===== src/rtl/id_ex_stage.sv =====
// ----------------------------------------------------------------------------
// id_ex_stage
//
// ID/EX pipeline register of the five-stage MIPS core. Captures the decoded
// operands and control bits from ID, turns the slot into a bubble on a
// branch/jump squash or a load-use hazard, and produces the 2-bit selects of
// the two EX operand muxes (register file / EX-MEM / MEM-WB / immediate).
//
// Ports
//   clk, rst_n            rising-edge clock, asynchronous active-low reset
//   id_*                  instruction presented by ID (valid, register numbers,
//                         register-file data, immediate, decoded controls)
//   flush                 squash the instruction currently in ID
//   exm_reg_write/rd_num  destination of the instruction in EX/MEM
//   mwb_reg_write/rd_num  destination of the instruction in MEM/WB
//   ex_*                  registered instruction now in EX
//   fwd_sel_a/b           operand-mux selects: 00 regfile, 01 EX/MEM,
//                         10 MEM/WB, 11 immediate (operand B only)
//   stall_id              hold PC and IF/ID this cycle (load-use)
//   bubble_cnt            saturating count of bubbles that replaced a real
//                         ID instruction
// ----------------------------------------------------------------------------
module id_ex_stage #(
    parameter int WIDTH = 32
) (
    input  logic             clk,
    input  logic             rst_n,
    input  logic             id_valid,
    input  logic [4:0]       id_rs_num,
    input  logic [4:0]       id_rt_num,
    input  logic [4:0]       id_rd_num,
    input  logic [WIDTH-1:0] id_rs_data,
    input  logic [WIDTH-1:0] id_rt_data,
    input  logic [WIDTH-1:0] id_imm,
    input  logic             id_reg_write,
    input  logic             id_mem_read,
    input  logic             id_alu_src,
    input  logic             flush,
    input  logic             exm_reg_write,
    input  logic [4:0]       exm_rd_num,
    input  logic             mwb_reg_write,
    input  logic [4:0]       mwb_rd_num,
    output logic             ex_valid,
    output logic             ex_reg_write,
    output logic             ex_mem_read,
    output logic             ex_alu_src,
    output logic [4:0]       ex_rs_num,
    output logic [4:0]       ex_rt_num,
    output logic [4:0]       ex_rd_num,
    output logic [WIDTH-1:0] ex_rs_data,
    output logic [WIDTH-1:0] ex_rt_data,
    output logic [WIDTH-1:0] ex_imm,
    output logic [1:0]       fwd_sel_a,
    output logic [1:0]       fwd_sel_b,
    output logic             stall_id,
    output logic [15:0]      bubble_cnt
);

    logic             valid_q, valid_d;
    logic             reg_write_q, reg_write_d;
    logic             mem_read_q, mem_read_d;
    logic             alu_src_q, alu_src_d;
    logic [4:0]       rs_num_q, rs_num_d;
    logic [4:0]       rt_num_q, rt_num_d;
    logic [4:0]       rd_num_q, rd_num_d;
    logic [WIDTH-1:0] rs_data_q, rs_data_d;
    logic [WIDTH-1:0] rt_data_q, rt_data_d;
    logic [WIDTH-1:0] imm_q, imm_d;
    logic [15:0]      cnt_q, cnt_d;
    logic             load_bubble;

    // Forwarding source for one operand; EX/MEM is younger so it wins,
    // and $0 is hardwired so it is never forwarded.
    function automatic logic [1:0] fwd_src(input logic [4:0] num,
                                           input logic       exm_we,
                                           input logic [4:0] exm_rd,
                                           input logic       mwb_we,
                                           input logic [4:0] mwb_rd);
        logic [1:0] sel;
        sel = 2'b00;
        if (exm_we && (exm_rd != 5'd0) && (exm_rd == num)) begin
            sel = 2'b01;
        end else if (mwb_we && (mwb_rd != 5'd0) && (mwb_rd == num)) begin
            sel = 2'b10;
        end
        return sel;
    endfunction

    // A load in EX whose result ID needs cannot be forwarded in time.
    always_comb begin
        stall_id = valid_q & mem_read_q & (rd_num_q != 5'd0) & id_valid &
                   ((rd_num_q == id_rs_num) | (rd_num_q == id_rt_num));
    end

    assign load_bubble = flush | stall_id;

    always_comb begin
        valid_d     = 1'b0;
        reg_write_d = 1'b0;
        mem_read_d  = 1'b0;
        alu_src_d   = 1'b0;
        rs_num_d    = 5'd0;
        rt_num_d    = 5'd0;
        rd_num_d    = 5'd0;
        rs_data_d   = '0;
        rt_data_d   = '0;
        imm_d       = '0;
        if (!load_bubble) begin
            valid_d     = id_valid;
            reg_write_d = id_reg_write;
            mem_read_d  = id_mem_read;
            alu_src_d   = id_alu_src;
            rs_num_d    = id_rs_num;
            rt_num_d    = id_rt_num;
            rd_num_d    = id_rd_num;
            rs_data_d   = id_rs_data;
            rt_data_d   = id_rt_data;
            imm_d       = id_imm;
        end
    end

    // Only bubbles that displaced a real instruction are counted.
    always_comb begin
        cnt_d = cnt_q;
        if (load_bubble && id_valid && (cnt_q != 16'hFFFF)) begin
            cnt_d = cnt_q + 16'd1;
        end
    end

    always_ff @(posedge clk or negedge rst_n) begin
        if (!rst_n) begin
            valid_q     <= 1'b0;
            reg_write_q <= 1'b0;
            mem_read_q  <= 1'b0;
            alu_src_q   <= 1'b0;
            rs_num_q    <= 5'd0;
            rt_num_q    <= 5'd0;
            rd_num_q    <= 5'd0;
            rs_data_q   <= '0;
            rt_data_q   <= '0;
            imm_q       <= '0;
            cnt_q       <= 16'd0;
        end else begin
            valid_q     <= valid_d;
            reg_write_q <= reg_write_d;
            mem_read_q  <= mem_read_d;
            alu_src_q   <= alu_src_d;
            rs_num_q    <= rs_num_d;
            rt_num_q    <= rt_num_d;
            rd_num_q    <= rd_num_d;
            rs_data_q   <= rs_data_d;
            rt_data_q   <= rt_data_d;
            imm_q       <= imm_d;
            cnt_q       <= cnt_d;
        end
    end

    always_comb begin
        fwd_sel_a = fwd_src(rs_num_q, exm_reg_write, exm_rd_num,
                            mwb_reg_write, mwb_rd_num);
        if (alu_src_q) begin
            fwd_sel_b = 2'b11;
        end else begin
            fwd_sel_b = fwd_src(rt_num_q, exm_reg_write, exm_rd_num,
                                mwb_reg_write, mwb_rd_num);
        end
    end

    assign ex_valid     = valid_q;
    assign ex_reg_write = reg_write_q;
    assign ex_mem_read  = mem_read_q;
    assign ex_alu_src   = alu_src_q;
    assign ex_rs_num    = rs_num_q;
    assign ex_rt_num    = rt_num_q;
    assign ex_rd_num    = rd_num_q;
    assign ex_rs_data   = rs_data_q;
    assign ex_rt_data   = rt_data_q;
    assign ex_imm       = imm_q;
    assign bubble_cnt   = cnt_q;

endmodule


===== config.mk =====
export PLATFORM = sky130hd
export DESIGN_NAME = id_ex_stage
export DESIGN_NICKNAME = d
export VERILOG_FILES = /design/src/rtl/id_ex_stage.sv
export SDC_FILE = /design/constraint.sdc
export NUM_CORES = 1
export LEC_CHECK = 0
export CAP_MARGIN = 20
export CORE_ASPECT_RATIO = 1.4
export CORE_MARGIN = 8
export CORE_UTILIZATION = 45
export CTS_BUF_LIST = sky130_fd_sc_hd__clkbuf_8
export CTS_CLUSTER_SIZE = 20
export DETAILED_ROUTE_END_ITERATION = 16
export DONT_BUFFER_PORTS = 1
export PLACE_DENSITY = 0.61
export SYNTH_ARGS = -nofsm -noshare
export SYNTH_HDL_FRONTEND = slang
export SYNTH_SLANG_ARGS = --single-unit

===== constraint.sdc =====
create_clock -name clk -period 2.9 [get_ports clk]
set_clock_uncertainty 0.2 [all_clocks]
set_input_delay 0.725 -clock clk [delete_from_list [all_inputs] [get_ports clk]]
set_output_delay 0.725 -clock clk [all_outputs]
set_load 0.01 [all_outputs]

==> impl.org, run 1 <==
** Clock tree
- Buffers added to address setup during post-CTS repair amount to 0.
- In this run the deepest clock path goes through 2 buffers.
- At the later pin of the worst-skew pair, clock insertion delay measures 0.41 ns.
- CTS tree :: done
- In this run the clock root is driven by a sky130_fd_sc_hd__clkbuf_8.
- Clock tree synthesis inserted a total of 17 buffers.
- CTS built an H-tree with a depth of 4.
- Clock-pin slew was measured on the worst setup and hold paths at 0.08 ns.
- Clk sinks :: 131

** Critical path
- Critical path capture point :: fwd_sel_b[1]
- The critical path starts at exm_rd_num[1].
- Largest driver fanout on the critical path :: 3
- CP startpoint kind :: primary input
- Arr. time, crit path :: 1.97 ns
- Crit Path Class :: in -> out
- End of the worst register-to-register path :: ex_imm[13]$_DFF_PN0_
- In this run the critical register-to-register path is launched from ex_rd_num[1]$_DFF_PN0_.
- Setup slack on the worst reg-to-reg path comes out at 0.43 ns.
- Type of element capturing the critical path :: output pin
- STA puts the critical path data required time at 1.98 ns.
- For the worst flop-to-flop path, the logic depth is 5.

** Global route
- Aggregate global-route resource usage :: 15.8%
- Number of antenna violations at the first check in global routing :: 0
- First-pass GRT wire length :: about 18 mm
- Maximum number of pins on one net before global-route repair :: 132
- For this run the aggregate overflow at the end of global routing stands at 0.
- Number of global-route vias before repair :: 3073

** Detailed routing
- Dividing the detail-routed wire length by the instance count gives about 22 um.
- The detail route stage leaves a number of antenna-violating nets equal to 0.
- First-pass DRT Iterations :: 4
- In the routed layout, each cell is associated on average with a via count of slightly above 5.
- DRC violation count after routing :: 0
- Detailed routing inserted a total of 2689 vias.
- Wires add up to 11.6 mm.
- Initial detailed-routing violation count :: 80

** Yosys
- Yosys mapped the design onto 34 distinct sky130hd cell types.
- Post-synthesis sequential element count :: about 130
- Synthesized instance count :: 370
- Yosys printed 0 warnings.
- Number of nets in the synthesized netlist :: about 500
- Cell Area, Synth :: about 4900 um^2
- Sequential elements use 66.8% of the synthesized area.
- Per-instance average area after synthesis :: between 10 and 15 um^2

** Die
- Die ar. :: 14500 um^2
- Total I/O pin count :: roughly 270
- The floorplan step set the die width to about 100 um.
- Measured along the y axis, the die boundary spans 140 um.
- Area of the core :: 10800 um^2
- Initial Utilization :: 45.6%
- After floorplanning, the core was divided into 45 placement rows.

** Placed design
- Final Wtd Congestion :: 0.803
- The count of buffers added on input and output ports is 0.
- Placed instance count :: 501
- OpenSTA, run right after detailed placement, puts the worst setup slack at -0.111 ns.
- Summed over all nets, the half-perimeter wirelength after detailed placement is 8.88 mm.

** Final layout
- Once layout is complete, the utilization of the core stands at 51.3%.
- The count of cells in the finished layout, fillers not included, comes to approximately 530.
- The post-route netlist has 14.8% of its cells at a drive strength greater than 1.
- The final layout contains 510 nets.
- From synthesis to final layout, the design area changed by 12.5%.
- The number of antenna diodes in the final layout is 0.
- Leaving out fill and tap cells, the most frequent cell in the layout is sky130_fd_sc_hd__dfrtp_1.
- Number of filler instances in the final layout :: 943
- The library cells used most frequently in the layout, excluding fill and tap cells, are sky130_fd_sc_hd__dfrtp_1 (128), sky130_fd_sc_hd__and2_1 (115), sky130_fd_sc_hd__xor2_1 (36).

** Pwr
- Leak :: 2.59 nW
- Across the VDD grid, the largest voltage drop is 0.000328 V.
- In this run the power density over the cells is between 700 and 800 nW/um^2.

** STA
- Setup repair after global routing could not meet its margin everywhere.
- Sum of negative setup slack :: 0 ns
- In the finished design, the share of the clock period the worst path needs comes to 99.8%.
- Final-report max-slew violation count :: 0
- The tightest hold path in the finished design has a slack of -0.198 ns.
- The final number of hold-violating endpoints was 131.
- Timing would allow up to 0.345 GHz.
- Once routing completed, OpenROAD measured the worst setup slack at 0.00544 ns.
- Tightest Pin Transition :: 0.423 ns
- In this run the tightest slew margin relative to its limit is between 70% and 80%.
- For the finished layout, the period the worst path requires is around 2.9 ns.
- Final setup violating endpoints :: 0

** Run
- Max-cap violations in this run came to 0.

** Run status
- The checks that failed: negative hold slack.
- Status :: finished, violations left

** Min path
- Worst hold path type :: in -> async
layout make-up:
class,instances,area [um^2],share of cell area [%]
Sequential cell,131,3280,59.5
Multi-Input combinational cell,223,1590,28.7
Clock buffer,18,248,4.49
Tap cell,141,176,3.20
Clock inverter,13,171,3.11
Timing Repair Buffer,5,50.0,0.907
Inverter,1,3.75,0.0680
registers in the layout, indices dropped and copies added (netlist names):
register / cells
ex_rs_num: 5
ex_rs_data: 32
ex_alu_src: 1
ex_rd_num: 5
ex_rt_num: 5
ex_valid: 1
bubble_cnt: 16
ex_reg_write: 1
ex_mem_read: 1
ex_rt_data: 32
ex_imm: 32
what timing repair did:
action | 4_1_cts | 5_1_grt
hold endpoints to repair | 131 | 131
endpoints found under the setup margin | 2 | 2
pin swaps | 0 | 0
gates cloned | 0 | 0
resized for setup | 3 | 6
where the power goes:
group	internal (mW)	leakage (nW)	switching, mW
registers	1.95	1.69	0.184
clock network	0.884	0.207	0.705
logic	0.116	0.694	0.0950
cells in the mapped netlist (all sizes together):
| master | n | share of area (%) |
|---|---|---|
| o21ai | 2 | 0.20 |
| xor2 | 36 | 6.4 |
| a22oi | 1 | 0.15 |
| o41ai | 1 | 0.18 |
| nor2 | 10 | 0.77 |
| xnor2 | 8 | 1.4 |
| buf | 3 | 0.48 |
| or2 | 3 | 0.38 |
| or4 | 5 | 0.77 |
| o2111ai | 1 | 0.31 |
| nor3 | 6 | 0.71 |
| nand4b | 1 | 0.18 |
| ha | 1 | 0.26 |
| nand4 | 4 | 0.64 |
| nand3 | 7 | 0.71 |
| mux2 | 2 | 0.54 |
| and3 | 1 | 0.13 |
| nor4 | 5 | 0.64 |
| nand2 | 7 | 0.54 |
| inv | 1 | 0.076 |
| and2 | 115 | 15 |
| and4 | 1 | 0.18 |
| clkbuf | 12 | 1.2 |
| o21ba | 2 | 0.41 |
| nor4b | 2 | 0.61 |
| dfrtp | 131 | 67 |
| nor3b | 1 | 0.15 |
| o31ai | 1 | 0.43 |
routing by layer:
layer / track usage (%) / vias up / share of wire (%)
met4: 6.58 / 0 / 1.9
met2: 27.7 / 158 / 55
met1: 14.7 / 1321 / 33
met3: 8.87 / 15 / 11
li1: - / 1195 / -
met5: 0 / - / 0
metrics by stage:
| stage | area (um^2) | power, mW |
|---|---|---|
| floorplan | 4920 | 2.30 |
| global placement | 5070 | 2.37 |
| detailed placement | 5070 | 2.39 |
| CTS | 5500 | 4.00 |
| global route | 5520 | 4.12 |
| finish | 5520 | 3.93 |
critical path, cell delays in order:
cell and delay, ns:
sky130_fd_sc_hd__or4_4 0.53, sky130_fd_sc_hd__o21ai_4 0.15, sky130_fd_sc_hd__nor4_2 0.08, sky130_fd_sc_hd__o41ai_2 0.33, sky130_fd_sc_hd__buf_4 0.17
worst min path at each step:
| stage | startpoint | to |
|---|---|---|
| 2_1_floorplan | rst_n | bubble_cnt[0]$_DFFE_PN0P_ |
| 3_3_place_gp | rst_n | ex_rs_data[7]$_DFF_PN0_ |
| 3_5_place_dp | rst_n | ex_rs_data[7]$_DFF_PN0_ |
| 4_1_cts | rst_n | ex_rs_data[7]$_DFF_PN0_ |
| 5_1_grt | rst_n | ex_rt_data[23]$_DFF_PN0_ |
| 6_report | rst_n | ex_rs_data[7]$_DFF_PN0_ |
logic make-up (layout without fill, tap and decap cells):
kind of cell	Yosys count	in the layout	synth area share, %
simple gates	168	168	21.1
buf+inv	16	37	1.76
flops	131	131	66.8
mux	2	2	0.536
compound gates	8	8	1.68
fa+ha+maj	1	1	0.255
xor+xnor	44	44	7.86
Note: power is estimated with default switching activity, not from simulation.
==> run 2: changes to the inputs <==
--- a/config.mk
+++ b/config.mk
@@ -7,7 +7,7 @@
 export LEC_CHECK = 0
 export CAP_MARGIN = 20
 export CORE_ASPECT_RATIO = 1.4
-export CORE_MARGIN = 8
+export CORE_MARGIN = 2
 export CORE_UTILIZATION = 45
 export CTS_BUF_LIST = sky130_fd_sc_hd__clkbuf_8
 export CTS_CLUSTER_SIZE = 20
@@ -17,3 +17,4 @@
 export SYNTH_ARGS = -nofsm -noshare
 export SYNTH_HDL_FRONTEND = slang
 export SYNTH_SLANG_ARGS = --single-unit
+export TNS_END_PERCENT = 20
==> impl.org, run 2 (synthesis gave the netlist of run 1 again) <==
** Run status
- Status: finished, violations left (unchanged).
- Failing checks :: negative hold slack, negative setup slack (was negative hold slack)

** STA
- The final number of hold-violating endpoints came to 131 (unchanged).
- The upper clock frequency limit came to 0.345 GHz (about the same).
- The count of endpoints failing setup in the final report was 1 (was 0).
- Setup repair after global routing missed its margin :: yes (unchanged)
- Period utilisation layout :: 100% (was 99.8%)
- The setup slack after layout was -0.00137 ns (was 0.00544 ns).
- The headroom to the max-slew limit was 68.1% (was 71.5%).
- The worst-case hold slack came to -0.203 ns (was -0.198 ns).
- The final critical delay including setup and external delays is 2.90 ns (was 2.89 ns).
- The final count of pins violating max slew was 0 (unchanged).
- The final total negative setup slack is -0.00137 ns (was 0 ns).
- Tightest Pin Transition :: 0.475 ns (was 0.423 ns)

** Final layout
- Non-Filler Cell Area, Final :: 5430 um^2 (was 5520 um^2)
- Layout area overhead :: 10.7% (was 12.5%)
- Most common cell after layout, fill and taps aside :: sky130_fd_sc_hd__dfrtp_1 (unchanged)
- Leading cell types in the layout, fill and taps excluded: sky130_fd_sc_hd__dfrtp_1 (129), sky130_fd_sc_hd__and2_1 (115), sky130_fd_sc_hd__xor2_1 (36) (was sky130_fd_sc_hd__dfrtp_1 (128), sky130_fd_sc_hd__and2_1 (115), sky130_fd_sc_hd__xor2_1 (36)).
- The count of nets after finishing came to 510 (unchanged).
- The fraction of final layout cells sized beyond drive strength 1 came to 13.6% (was 14.8%).
- Count of non-filler cells in the finished layout :: 531 (was 532)

** Placed design
- Pre-CTS setup slack :: -0.138 ns (was -0.111 ns)
- The cell total after placement was 501 (unchanged).
- The placer's final routability congestion estimate was 0.730 (was 0.803).
- The total of buffers placed on input and output ports came to 0 (unchanged).
- Post-DP HPWL :: 7.52 mm (was 8.88 mm)
- Area post-placement :: 5050 um^2 (was 5070 um^2)

** Global route
- Maximum number of pins on one net before global-route repair :: 132 (unchanged)
- The first-pass GRT wire length was 15.1 mm (was 17.6 mm).
- The global-route total usage across every layer came to 17.5% (was 15.8%).
- The via count of the first global-routing pass is 2740 (was 3073).
- The total congestion overflow after global routing was 0 (unchanged).
- Number of antenna violations at the first check in global routing :: 1 (was 0)

** Clock tree
- Clock transition at the register clock pins on the worst setup and hold paths after CTS :: 0.07 ns (was 0.08 ns)
- The clock sink count is 131 (unchanged).
- Largest buffer count on any clock path :: 2 (unchanged)
- CTS tree :: done (unchanged)
- Clk_lat worst skew :: 0.41 ns (about the same)
- The buffer cell driving the clock tree root is sky130_fd_sc_hd__clkbuf_8 (unchanged).
- The count of H-tree levels built during CTS is 4 (unchanged).
- Total CTS buffers :: 17 (unchanged)

** Critical path
- Crit Path Class :: in -> out (unchanged)
- Type of element capturing the critical path :: output pin (unchanged)
- Arr. time, crit path :: 1.98 ns (was 1.97 ns)
- CP startpoint kind :: primary input (unchanged)
- R2R setup slack :: 0.31 ns (was 0.43 ns)
- Largest driver fanout on the critical path :: 3 (unchanged)
- The depth of the most critical reg-to-reg path is 5 (unchanged).
- The data required time at the worst endpoint was 1.98 ns (about the same).

** Min path
- The class of the most critical hold timing path was in -> async (unchanged).

** Detailed routing
- DRC violation count after routing :: 0 (unchanged)
- The detailed-route wire length per cell came to 19.0 um (was 21.7 um).
- The count of routing violations after the opening detailed-route iteration was 90 (was 80).
- Post-route ant nets :: 0 (unchanged)
- Vias post-DR :: 2617 (was 2689)
- First-pass DRT Iterations :: 3 (was 4)
- The final wirelength came to 10.1 mm (was 11.6 mm).
- The post-detailed-route via-to-cell ratio was 4.93 (was 5.05).

** Die
- Chip Height :: 128 um (was 140 um)
- Total I/O pin count :: 266 (unchanged)
- Die ar. :: 11800 um^2 (was 14500 um^2)
- The horizontal extent of the die is 92.2 um (was 104 um).
- The number of rows created at floorplan came to 45 (unchanged).
- The starting density of the core was 45.6% (unchanged).
- The placeable core area came to 10800 um^2 (unchanged).

** Pwr
- Leak :: 2.56 nW (was 2.59 nW)
- The areal power density over the cells came to 684 nW/um^2 (was 713 nW/um^2).
- Worst vdd rail ir drop :: 0.000327 V (was 0.000328 V)

** Run
- The number of maximum-capacitance constraint violations is 0 (unchanged).
[run 2: worst max-delay path, cell delays in order]
cell	delay (ns)
sky130_fd_sc_hd__or4_4	0.51
sky130_fd_sc_hd__o21ai_2	0.17
sky130_fd_sc_hd__nor4_2	0.08
sky130_fd_sc_hd__o41ai_2	0.32
sky130_fd_sc_hd__buf_4	0.17
[run 2: layout make-up]
| cell class | count | area [um^2] |
|---|---|---|
| Multi-Input combinational cell | 223 | 1570 |
| Fill cell | 956 | 5330 |
| Inverter | 1 | 3.75 |
| Sequential cell | 131 | 3280 |
| Timing Repair Buffer | 5 | 37.5 |
| Antenna cell | 1 | 2.50 |
| Tap cell | 141 | 176 |
| Clock inverter | 12 | 120 |
| Clock buffer | 17 | 234 |
[run 2: power breakdown]
group / switching, mW / internal [mW] / leakage, nW / total (mW)
combinational: 0.0934 / 0.113 / 0.687 / 0.207
clock: 0.643 / 0.737 / 0.180 / 1.38
sequential: 0.178 / 1.95 / 1.69 / 2.13
[run 2: stage by stage]
stage / total power [mW] / util (%)
final: 3.71 / 50.5
after global routing: 3.88 / 50.5
after CTS: 3.78 / 50.4
after detailed placement: 2.37 / 47.0
after global placement: 2.36 / 47.0
after floorplan: 2.30 / -
[run 2: routing by layer]
layer / global-route usage, % / share of wire, % / vias up
met5: 0 / 0 / -
met3: 8.79 / 9.3 / 16
met4: 8.08 / 2.3 / 0
li1: - / - / 1196
met1: 17.6 / 33 / 1263
met2: 30.0 / 56 / 142
[run 2: repair_timing]
action | CTS | global route
setup buffers | 0 | 0
setup endpoints to repair | 2 | 2
endpoints found under the hold margin | 131 | 131
resized for setup | 4 | 3
pin swaps | 0 | 0
[run 2: path summary, 6_finish.rpt]
path	from	end
hold / removal	rst_n	ex_rt_data[26]$_DFF_PN0_
max in group asynchronous	rst_n	ex_rd_num[0]$_DFF_PN0_
min in group clk	id_rt_data[26]	ex_rt_data[26]$_DFF_PN0_
setup reg to reg	ex_rd_num[1]$_DFF_PN0_	ex_rt_data[7]$_DFF_PN0_
setup / recovery	exm_rd_num[1]	fwd_sel_b[1]
hold reg to reg	bubble_cnt[15]$_DFFE_PN0P_	bubble_cnt[15]$_DFFE_PN0P_
==> run 3: changes to the inputs <==
--- a/config.mk
+++ b/config.mk
@@ -6,14 +6,16 @@
 export NUM_CORES = 1
 export LEC_CHECK = 0
 export CAP_MARGIN = 20
+export CELL_PAD_IN_SITES_DETAIL_PLACEMENT = 1
+export CELL_PAD_IN_SITES_GLOBAL_PLACEMENT = 2
 export CORE_ASPECT_RATIO = 1.4
-export CORE_MARGIN = 2
-export CORE_UTILIZATION = 45
+export CORE_MARGIN = 3
+export CORE_UTILIZATION = 39
 export CTS_BUF_LIST = sky130_fd_sc_hd__clkbuf_8
 export CTS_CLUSTER_SIZE = 20
 export DETAILED_ROUTE_END_ITERATION = 16
 export DONT_BUFFER_PORTS = 1
-export PLACE_DENSITY = 0.61
+export PLACE_DENSITY = 0.81
 export SYNTH_ARGS = -nofsm -noshare
 export SYNTH_HDL_FRONTEND = slang
 export SYNTH_SLANG_ARGS = --single-unit
==> impl.org, run 3 (synthesis gave the netlist of run 1 again) <==
** Critical path
- The biggest fanout along the worst timing path came to 3 (unchanged).
- End of the worst register-to-register path :: ex_rt_data[13]$_DFF_PN0_ (was ex_rt_data[7]$_DFF_PN0_)
- Crit Path Class :: in -> out (unchanged)
- The startpoint of the worst-slack reg-to-reg timing path is ex_rd_num[1]$_DFF_PN0_ (unchanged).
- Type of element capturing the critical path :: output pin (unchanged)
- Worst reg2reg path depth :: 5 (unchanged)
- CP startpoint kind :: primary input (unchanged)
- Critical Path RT :: 1.98 ns (about the same)
- R2R setup slack :: 0.45 ns (was 0.31 ns)
- Arr. time, crit path :: 2.02 ns (was 1.98 ns)

** Die
- The number of rows created at floorplan is 47 (was 45).
- Chip Height :: 139 um (was 128 um)
- The horizontal extent of the die was 101 um (was 92.2 um).
- Die ar. :: 14000 um^2 (was 11800 um^2)
- The starting density of the core is 40.7% (was 45.6%).
- Area of the core :: 12100 um^2 (was 10800 um^2)
- The boundary pin count was 266 (unchanged).

** Global route
- The via count of the first global-routing pass was 3140 (was 2740).
- Maximum number of pins on one net before global-route repair :: 132 (unchanged)
- Number of antenna violations at the first check in global routing :: 3 (was 1)
- The first-pass GRT wire length came to 17.6 mm (was 15.1 mm).
- The global-route total usage across every layer came to 16.7% (was 17.5%).
- The total congestion overflow after global routing is 0 (unchanged).

** Detailed routing
- Routed wirelength normalized by instance count :: 20.9 um (was 19.0 um)
- The number of detailed-routing iterations run before antenna repair came to 4 (was 3).
- The post-detailed-route via-to-cell ratio was 5.05 (was 4.93).
- Post-route ant nets :: 0 (unchanged)
- The total via count after detailed routing is 2730 (was 2617).
- The final wirelength came to 11.3 mm (was 10.1 mm).
- DRC violation count after routing :: 0 (unchanged)
- Initial detailed-routing violation count :: 39 (was 90)

** Final layout
- The cell area after layout was 5430 um^2 (about the same).
- The signed area change from the synthesized netlist to the final layout came to 10.7% (about the same).
- The count of nets after finishing is 511 (was 510).
- Leading cell types in the layout, fill and taps excluded: sky130_fd_sc_hd__dfrtp_1 (129), sky130_fd_sc_hd__and2_1 (115), sky130_fd_sc_hd__xor2_1 (36) (unchanged).
- Most common cell after layout, fill and taps aside :: sky130_fd_sc_hd__dfrtp_1 (unchanged)
- The fraction of final layout cells sized beyond drive strength 1 was 13.7% (was 13.6%).

** STA
- The post-route fraction of the period consumed by the critical path came to 102% (was 100%).
- The worst-case hold slack came to -0.205 ns (was -0.203 ns).
- The setup slack after layout came to -0.0453 ns (was -0.00137 ns).
- The final total negative setup slack was -0.0453 ns (was -0.00137 ns).
- Tightest Pin Transition :: 0.427 ns (was 0.475 ns)
- The final number of hold-violating endpoints is 131 (unchanged).
- Worst-case headroom to the max-slew limit :: 71.3% (was 68.1%)
- Shortest clock period the worst path allows after layout :: 2.95 ns (was 2.90 ns)
- The final count of pins violating max slew was 0 (unchanged).
- Setup repair after global routing missed its margin: yes (unchanged).
- Final setup violating endpoints :: 1 (unchanged)
- The upper clock frequency limit came to 0.340 GHz (was 0.345 GHz).

** Run
- The number of maximum-capacitance constraint violations is 0 (unchanged).

** Clock tree
- The clock sink count is 131 (unchanged).
- Clock transition at the register clock pins on the worst setup and hold paths after CTS :: 0.08 ns (was 0.07 ns)
- Setup Fix Bufs, Post-CTS :: 0 (unchanged)
- The latest clock arrival within the worst-skew pair came to 0.42 ns (was 0.41 ns).
- Root Buffer :: sky130_fd_sc_hd__clkbuf_8 (unchanged)
- CTS tree :: done (unchanged)
- The count of H-tree levels built during CTS is 4 (unchanged).
- Total CTS buffers :: 17 (unchanged)
- Largest buffer count on any clock path :: 2 (unchanged)

** Pwr
- Leak :: 2.56 nW (about the same)
- The areal power density over the cells was 681 nW/um^2 (was 684 nW/um^2).
- Overall power :: 3.70 mW (was 3.71 mW)
- The worst vdd rail ir drop came to 0.000343 V (was 0.000327 V).

** Run status
- Status: finished, violations left (unchanged).
- Failing checks: negative hold slack, negative setup slack (unchanged).

** Placed design
- The total of buffers placed on input and output ports is 0 (unchanged).
- The placer's final routability congestion estimate is 0.755 (was 0.730).
- Area post-placement :: 5060 um^2 (was 5050 um^2)
- Post-DP HPWL :: 8.57 mm (was 7.52 mm)
- Pre-CTS setup slack :: -0.130 ns (was -0.138 ns)

** Min path
- The class of the most critical hold timing path is in -> async (unchanged).
-- run 3: cell count changes in the layout (fill, tap and decap cells not counted), sizes merged --
cell,delta
buf,+1
bufinv,-2
clkinv,-4
clkinvlp,+1
inv,+8
-- run 3: power by group --
part	switching [mW]	leakage, nW	total, mW	internal [mW]
Clock	0.752	0.174	1.37	0.614
Sequential	0.177	1.69	2.12	1.95
Combinational	0.0948	0.689	0.209	0.114
-- run 3: repair_timing --
action,in CTS,in global routing
setup endpoints to repair,2,2
endpoints found under the hold margin,131,131
gates resized for setup,3,1
pin swaps,1,0
-- run 3: metrics by stage --
stage          instances  utilization, %  hold WS (ns)
3_5_place_dp         508            42.0         0.232
2_1_floorplan        370               -         0.229
5_1_grt              541            45.1        -0.257
3_3_place_gp         508            42.0         0.233
4_1_cts              540            45.0        -0.249
6_report             541            45.1        -0.205
-- run 3: worst max path at each step --
| stage | start | end | cells after the start |
|---|---|---|---|
| 2_1_floorplan | exm_rd_num[1] | fwd_sel_a[1] | 4 |
| 3_3_place_gp | exm_rd_num[1] | fwd_sel_b[1] | 5 |
| 3_5_place_dp | exm_rd_num[1] | fwd_sel_b[1] | 5 |
| 4_1_cts | exm_rd_num[1] | fwd_sel_b[1] | 5 |
| 5_1_grt | exm_rd_num[1] | fwd_sel_b[1] | 5 |
| 6_report | exm_rd_num[1] | fwd_sel_b[1] | 5 |
-- run 3: cell type report --
cell class,count,area (um^2)
antenna,1,2.50
multi-input combinational,223,1560
inverter,1,3.75
clock inverter,15,124
sequential,131,3280
fill,1274,6620
timing repair buffer,6,45.0
clock buffer,17,234
tap,147,184
-- run 3: worst max-delay path, cell delays in order --
cell	delay (ns)
sky130_fd_sc_hd__or4_1	0.53
sky130_fd_sc_hd__o21ai_2	0.15
sky130_fd_sc_hd__nor4_1	0.10
sky130_fd_sc_hd__o41ai_2	0.34
sky130_fd_sc_hd__buf_4	0.17
-- run 3: metal layers --
metal	up-vias	share of wire [%]	GRT usage (%)	wire [um]
li1	1203	-	-	-
met1	1339	30	15.8	3440
met2	167	55	29.3	6250
met3	17	12	9.11	1370
met4	4	1.8	6.60	203
met5	-	0.24	0	27
==> RTL edit 1: new RTL, flow settings as in run 3 <==
Set the parameter `WIDTH` to 24 (it was 32).
--- a/src/rtl/id_ex_stage.sv
+++ b/src/rtl/id_ex_stage.sv
@@ -23,3 +23,3 @@
 module id_ex_stage #(
-    parameter int WIDTH = 32
+    parameter int WIDTH = 24
 ) (
Interface: changed (6 resized); port bits go from 266 to 218. The function was not compared with the original's and may differ.
==> RTL edit 1 against run 3 <==
Power down 24%. Combinational power down 3%. Critical path type unchanged. Die area down 14%. Worst setup slack worse by 0.011 ns. Cell area down 16%. Worst hold slack better by 0.050 ns. Sequential share of layout area down 1.7 points. Routed wire length down 14%. Largest cell class unchanged. The flow still finishes with violations (hold timing, setup timing). Global-route usage down 0.51 points. Highest routed layer is now met4. Synthesized area down 15%. Largest power group unchanged. Sequential cell count down 24. Maximum frequency down 0.38%. Critical endpoint unchanged.
==> RTL edit 1: results (changes against run 3) <==
| Metric | Value |
|---|---|
| Failing checks | `hold timing, setup timing (unchanged)` |
| Root Driver | `clkbuf_8 (unchanged)` |
| Worst skew pair latency | `0.35 ns (was 0.42 ns)` |
| Slew headroom | `0.6623 (was 0.7128)` |
| Number of global-route vias before repair | `2,665 (was 3,140)` |
| Initial drt markers | `73 (was 39)` |
| Via-per-instance ratio | `5.013 (was 5.046)` |
| Leakage | `2.177 nW (was 2.556 nW)` |
| First-pass GRT wire length | `14,580 µm (was 17,570 µm)` |
| H-tree levels | `3 (was 4)` |
| Synth Net Count | `432 (was 501)` |
| Largest net degree at the start of global routing | `108 (was 132)` |
| Final Hold Viols | `107 (was 131)` |
| Sequential area share after synthesis | `0.6405 (was 0.6684)` |
| Reg clk slew, reported paths | `0.11 ns (was 0.08 ns)` |
| DP Cell Count | `457 (was 508)` |
| Peak VDD IR | `0.3627 mV (was 0.3434 mV)` |
| DP Wirelength | `7424 µm (was 8568 µm)` |
| GR Util All Layers | `0.1615 (was 0.1666)` |
| Placed cell area | `0.004338 mm² (was 0.005065 mm²)` |
| Fillers | `1,093 (was 1,274)` |
| I/O Buffers | `0 (unchanged)` |
| Final Setup Violations | `1 (unchanged)` |
| Post-synth top cells | `107 x dfrtp_1, 91 x and2_1, 36 x xor2_1, 9 x clkbuf_2, 9 x nand2_1 (was 131 x dfrtp_1, 115 x and2_1, 36 x xor2_1, 11 x clkbuf_2, 10 x nor2_1)` |
| Layout cells sized above 1 | `0.1284 (was 0.1374)` |
| Initial antenna violation count | `1 (was 3)` |
| Drt wl/cell | `20.50 µm (was 20.88 µm)` |
| GP Congestion | `0.7406 (was 0.7551)` |
| Drt pass-1 iters | `4 (unchanged)` |
| Final net count | `438 (was 511)` |
| R2r setup slk | `0.43 ns (was 0.45 ns)` |
| Syn avg cell area | `12.86 µm² (was 13.26 µm²)` |
| Worst Hold Margin | `-0.1544 ns (was -0.2045 ns)` |
| Final Non-Filler Cells | `474 (was 541)` |
| Status | `finished, violations left (unchanged)` |
| Yosys warns | `0 (unchanged)` |
| Async SR Flop Fraction | `1.000 (unchanged)` |
| PnR worst setup slack | `-0.05655 ns (was -0.04528 ns)` |
| Num CTS Buffers | `9 (was 17)` |
| Synth area leaders | `dfrtp_1 64%, and2_1 14%, xor2_1 7.5%, xnor2_1 1.5%, clkbuf_2 1.1% (was dfrtp_1 67%, and2_1 15%, xor2_1 6.4%, xnor2_1 1.4%, clkbuf_2 1.1%)` |
[RTL edit 1: path summary, 6_finish.rpt]
path / start / endpoint / cells after the start
setup reg to reg: ex_rd_num[2]$_DFF_PN0_ / bubble_cnt[10]$_DFFE_PN0P_ / 6
hold reg to reg: bubble_cnt[15]$_DFFE_PN0P_ / bubble_cnt[15]$_DFFE_PN0P_ / 1
min in group clk: id_rt_data[3] / ex_rt_data[3]$_DFF_PN0_ / 1
max in group asynchronous: rst_n / ex_rs_data[17]$_DFF_PN0_ / 0
hold / removal: rst_n / bubble_cnt[10]$_DFFE_PN0P_ / 0
setup / recovery: exm_rd_num[1] / fwd_sel_b[1] / 5
[RTL edit 1: where the power goes]
| part | switching, mW | leakage [nW] | internal (mW) |
|---|---|---|---|
| registers | 0.156 | 1.39 | 1.59 |
| clock network | 0.520 | 0.0945 | 0.329 |
| logic | 0.0890 | 0.697 | 0.113 |
[RTL edit 1: timing repair]
item | in CTS | in global routing
endpoints found under the hold margin | 107 | 107
setup endpoints to repair | 2 | 2
pin swaps | 0 | 2
setup buffers | 0 | 1
gates resized for setup | 2 | 6
[RTL edit 1: critical path, stage by stage]
cell,delay [ns]
or4_4,0.55
o21ai_4,0.19
nor4_2,0.08
o41ai_2,0.32
buf_4,0.17
[RTL edit 1: cell type report]
class                           instances  area [µm²]  share of cell area
Sequential cell                       107        2679              0.5866
Multi-Input combinational cell        204        1466              0.3211
Tap cell                              138       172.7             0.03781
Clock buffer                            9       123.9             0.02712
Clock inverter                          6       62.56             0.01370
Timing Repair Buffer                    7       52.55             0.01151
Inverter                                2       7.507            0.001644
Antenna cell                            1       2.502           0.0005479
[RTL edit 1: per-layer routing]
| layer | wire [µm] | global-route usage |
|---|---|---|
| met3 | 1259 | 0.08012 |
| met2 | 5100 | 0.2848 |
| met4 | 122 | 0.05436 |
| met5 | 0 | 0 |
| met1 | 3233 | 0.1651 |
[RTL edit 1: through the flow]
step                 TNS, ns  setup WS, ns
floorplan           -0.04334      -0.04334
global placement     -0.1270      -0.09749
detailed placement   -0.2031       -0.1298
CTS                 -0.01897      -0.01897
global route         -0.1728       -0.1120
finish              -0.05655      -0.05655
[RTL edit 1: logic make-up (layout without fill, tap and decap cells)]
family          count (synthesis)  count (layout)  share of synthesized area
xor+xnor                       43              43                    0.09009
compound gates                  7               7                    0.01407
mux                             3               3                   0.008978
flops                         107             107                     0.6405
fa+ha+maj                       1               1                   0.002993
buf+inv                        14              24                    0.01796
simple gates                  150             150                     0.2254
other cells                     0               1                          0
==> RTL edit 2: new RTL, settings of run 3 <==
Made on the original files. Take the reset off `imm_q` and load it in a clocked block of its own.
--- a/src/rtl/id_ex_stage.sv
+++ b/src/rtl/id_ex_stage.sv
@@ -140,3 +140,2 @@
             rt_data_q   <= '0;
-            imm_q       <= '0;
             cnt_q       <= 16'd0;
@@ -152,5 +151,8 @@
             rt_data_q   <= rt_data_d;
-            imm_q       <= imm_d;
             cnt_q       <= cnt_d;
         end
+    end
+
+    always_ff @(posedge clk) begin
+        imm_q <= imm_d;
     end
Check against the original RTL: not equivalent (Yosys sat finds a counterexample within 4 cycles, from zero or initial values and one cycle with rst_n low).
==> RTL edit 2 against run 3 <==
The run still ends with hold timing, setup timing left. Count of clock-buffer cells in the layout unchanged. Power up 8.6%. First-iteration DRC count down 18%. Die area down 2.7%. Sequential cell count unchanged. Clock power up 24%. Cell area down 1.4%. Worst setup slack worse by 0.050 ns. Final cell count up 0.37%. Routed wire length up 5.7%. Global-route usage up 1.0 points. Synthesized area down 2.8%. Worst hold slack worse by 0.0042 ns. Critical endpoint unchanged. Largest cell class unchanged. Highest routed layer unchanged.
==> RTL edit 2: results (changes against run 3) <==
| Metric | Value |
|---|---|
| Status | `finished, violations left (unchanged)` |
| Failing checks | `hold timing, setup timing (unchanged)` |
| Layout cells sized above 1 | `0.1244 (was 0.1374)` |
| Initial antenna violation count | `4 (was 3)` |
| Metal1 wirelength | `3741 µm (was 3444 µm)` |
| Tot Pwr | `4.018 mW (was 3.698 mW)` |
| Final net count | `512 (was 511)` |
| Worst slack at placement | `-0.1540 ns (was -0.1295 ns)` |
| Leakage | `2.362 nW (was 2.556 nW)` |
| PnR worst setup slack | `-0.09505 ns (was -0.04528 ns)` |
| Async SR Flop Fraction | `0.7557 (was 1.000)` |
| GP Congestion | `0.7466 (was 0.7551)` |
| Worst Tran Pin Value | `0.8825 ns (was 0.4269 ns)` |
| CP arrival | `2.07 ns (was 2.02 ns)` |
| Yosys cell types | `33 (was 34)` |
| R2r setup slk | `0.30 ns (was 0.45 ns)` |
| Final Hold Viols | `99 (was 131)` |
| Worst Hold Margin | `-0.2087 ns (was -0.2045 ns)` |
| Placed cell area | `0.004893 mm² (was 0.005065 mm²)` |
| Drt pass-1 iters | `3 (was 4)` |
| GR Layer Usage met2 | `0.3109 (was 0.2930)` |
| Reg2reg start | `ex_rd_num[2]$_DFF_PN0_ (was ex_rd_num[1]$_DFF_PN0_)` |
| Number of global-route vias before repair | `3,186 (was 3,140)` |
| Peak VDD IR | `0.3838 mV (was 0.3434 mV)` |
| Met3 WL | `1495 µm (was 1368 µm)` |
| Post-synth top cells | `115 x and2_1, 99 x dfrtp_1, 32 x dfxtp_1, 30 x xnor2_1 (was 131 x dfrtp_1, 115 x and2_1, 36 x xor2_1, 11 x clkbuf_2, 10 x nor2_1)` |
| Synth area leaders | `dfrtp_1 52%, and2_1 15%, dfxtp_1 13%, xnor2_1 5.5%, xor2_1 2.6% (was dfrtp_1 67%, and2_1 15%, xor2_1 6.4%, xnor2_1 1.4%, clkbuf_2 1.1%)` |
| Power Clock | `1.70 mW (was 1.37 mW)` |
| M1 GR Usage | `0.1683 (was 0.1577)` |
| Final Setup Violations | `2 (was 1)` |
RTL edit 2: layout make-up:
class                      count  area, µm²
clock inverter                15      203.9
timing repair buffer           5      37.54
inverter                       3      11.26
fill                        1251       6523
antenna                        2      5.005
sequential                   131       3122
tap                          147      183.9
multi-input combinational    223       1559
clock buffer                  17      234.0
RTL edit 2: timing repair:
item                       in CTS  in global routing
setup endpoints to repair       2                  5
hold endpoints to repair       99                 99
resized for setup               4                  3
pin swaps                       0                  0
RTL edit 2: cell families (layout without fill, tap and decap cells):
group	after synthesis	in the layout	share of synthesized area
AND/OR/NAND/NOR	166	166	0.2105
flip-flops	131	131	0.6541
XOR/XNOR	44	44	0.08084
buffers and inverters	16	40	0.02388
AO/OA/AOI/OAI	10	10	0.02336
multiplexers	2	2	0.004724
adder cells (fa/ha/maj)	1	1	0.002624
other	0	2	0
RTL edit 2: through the flow:
stage,hold WS (ns),std cells
floorplan,0.2294,370
global placement,0.2318,509
detailed placement,0.2316,509
CTS,-0.2483,541
global route,-0.2651,543
finish,-0.2087,543
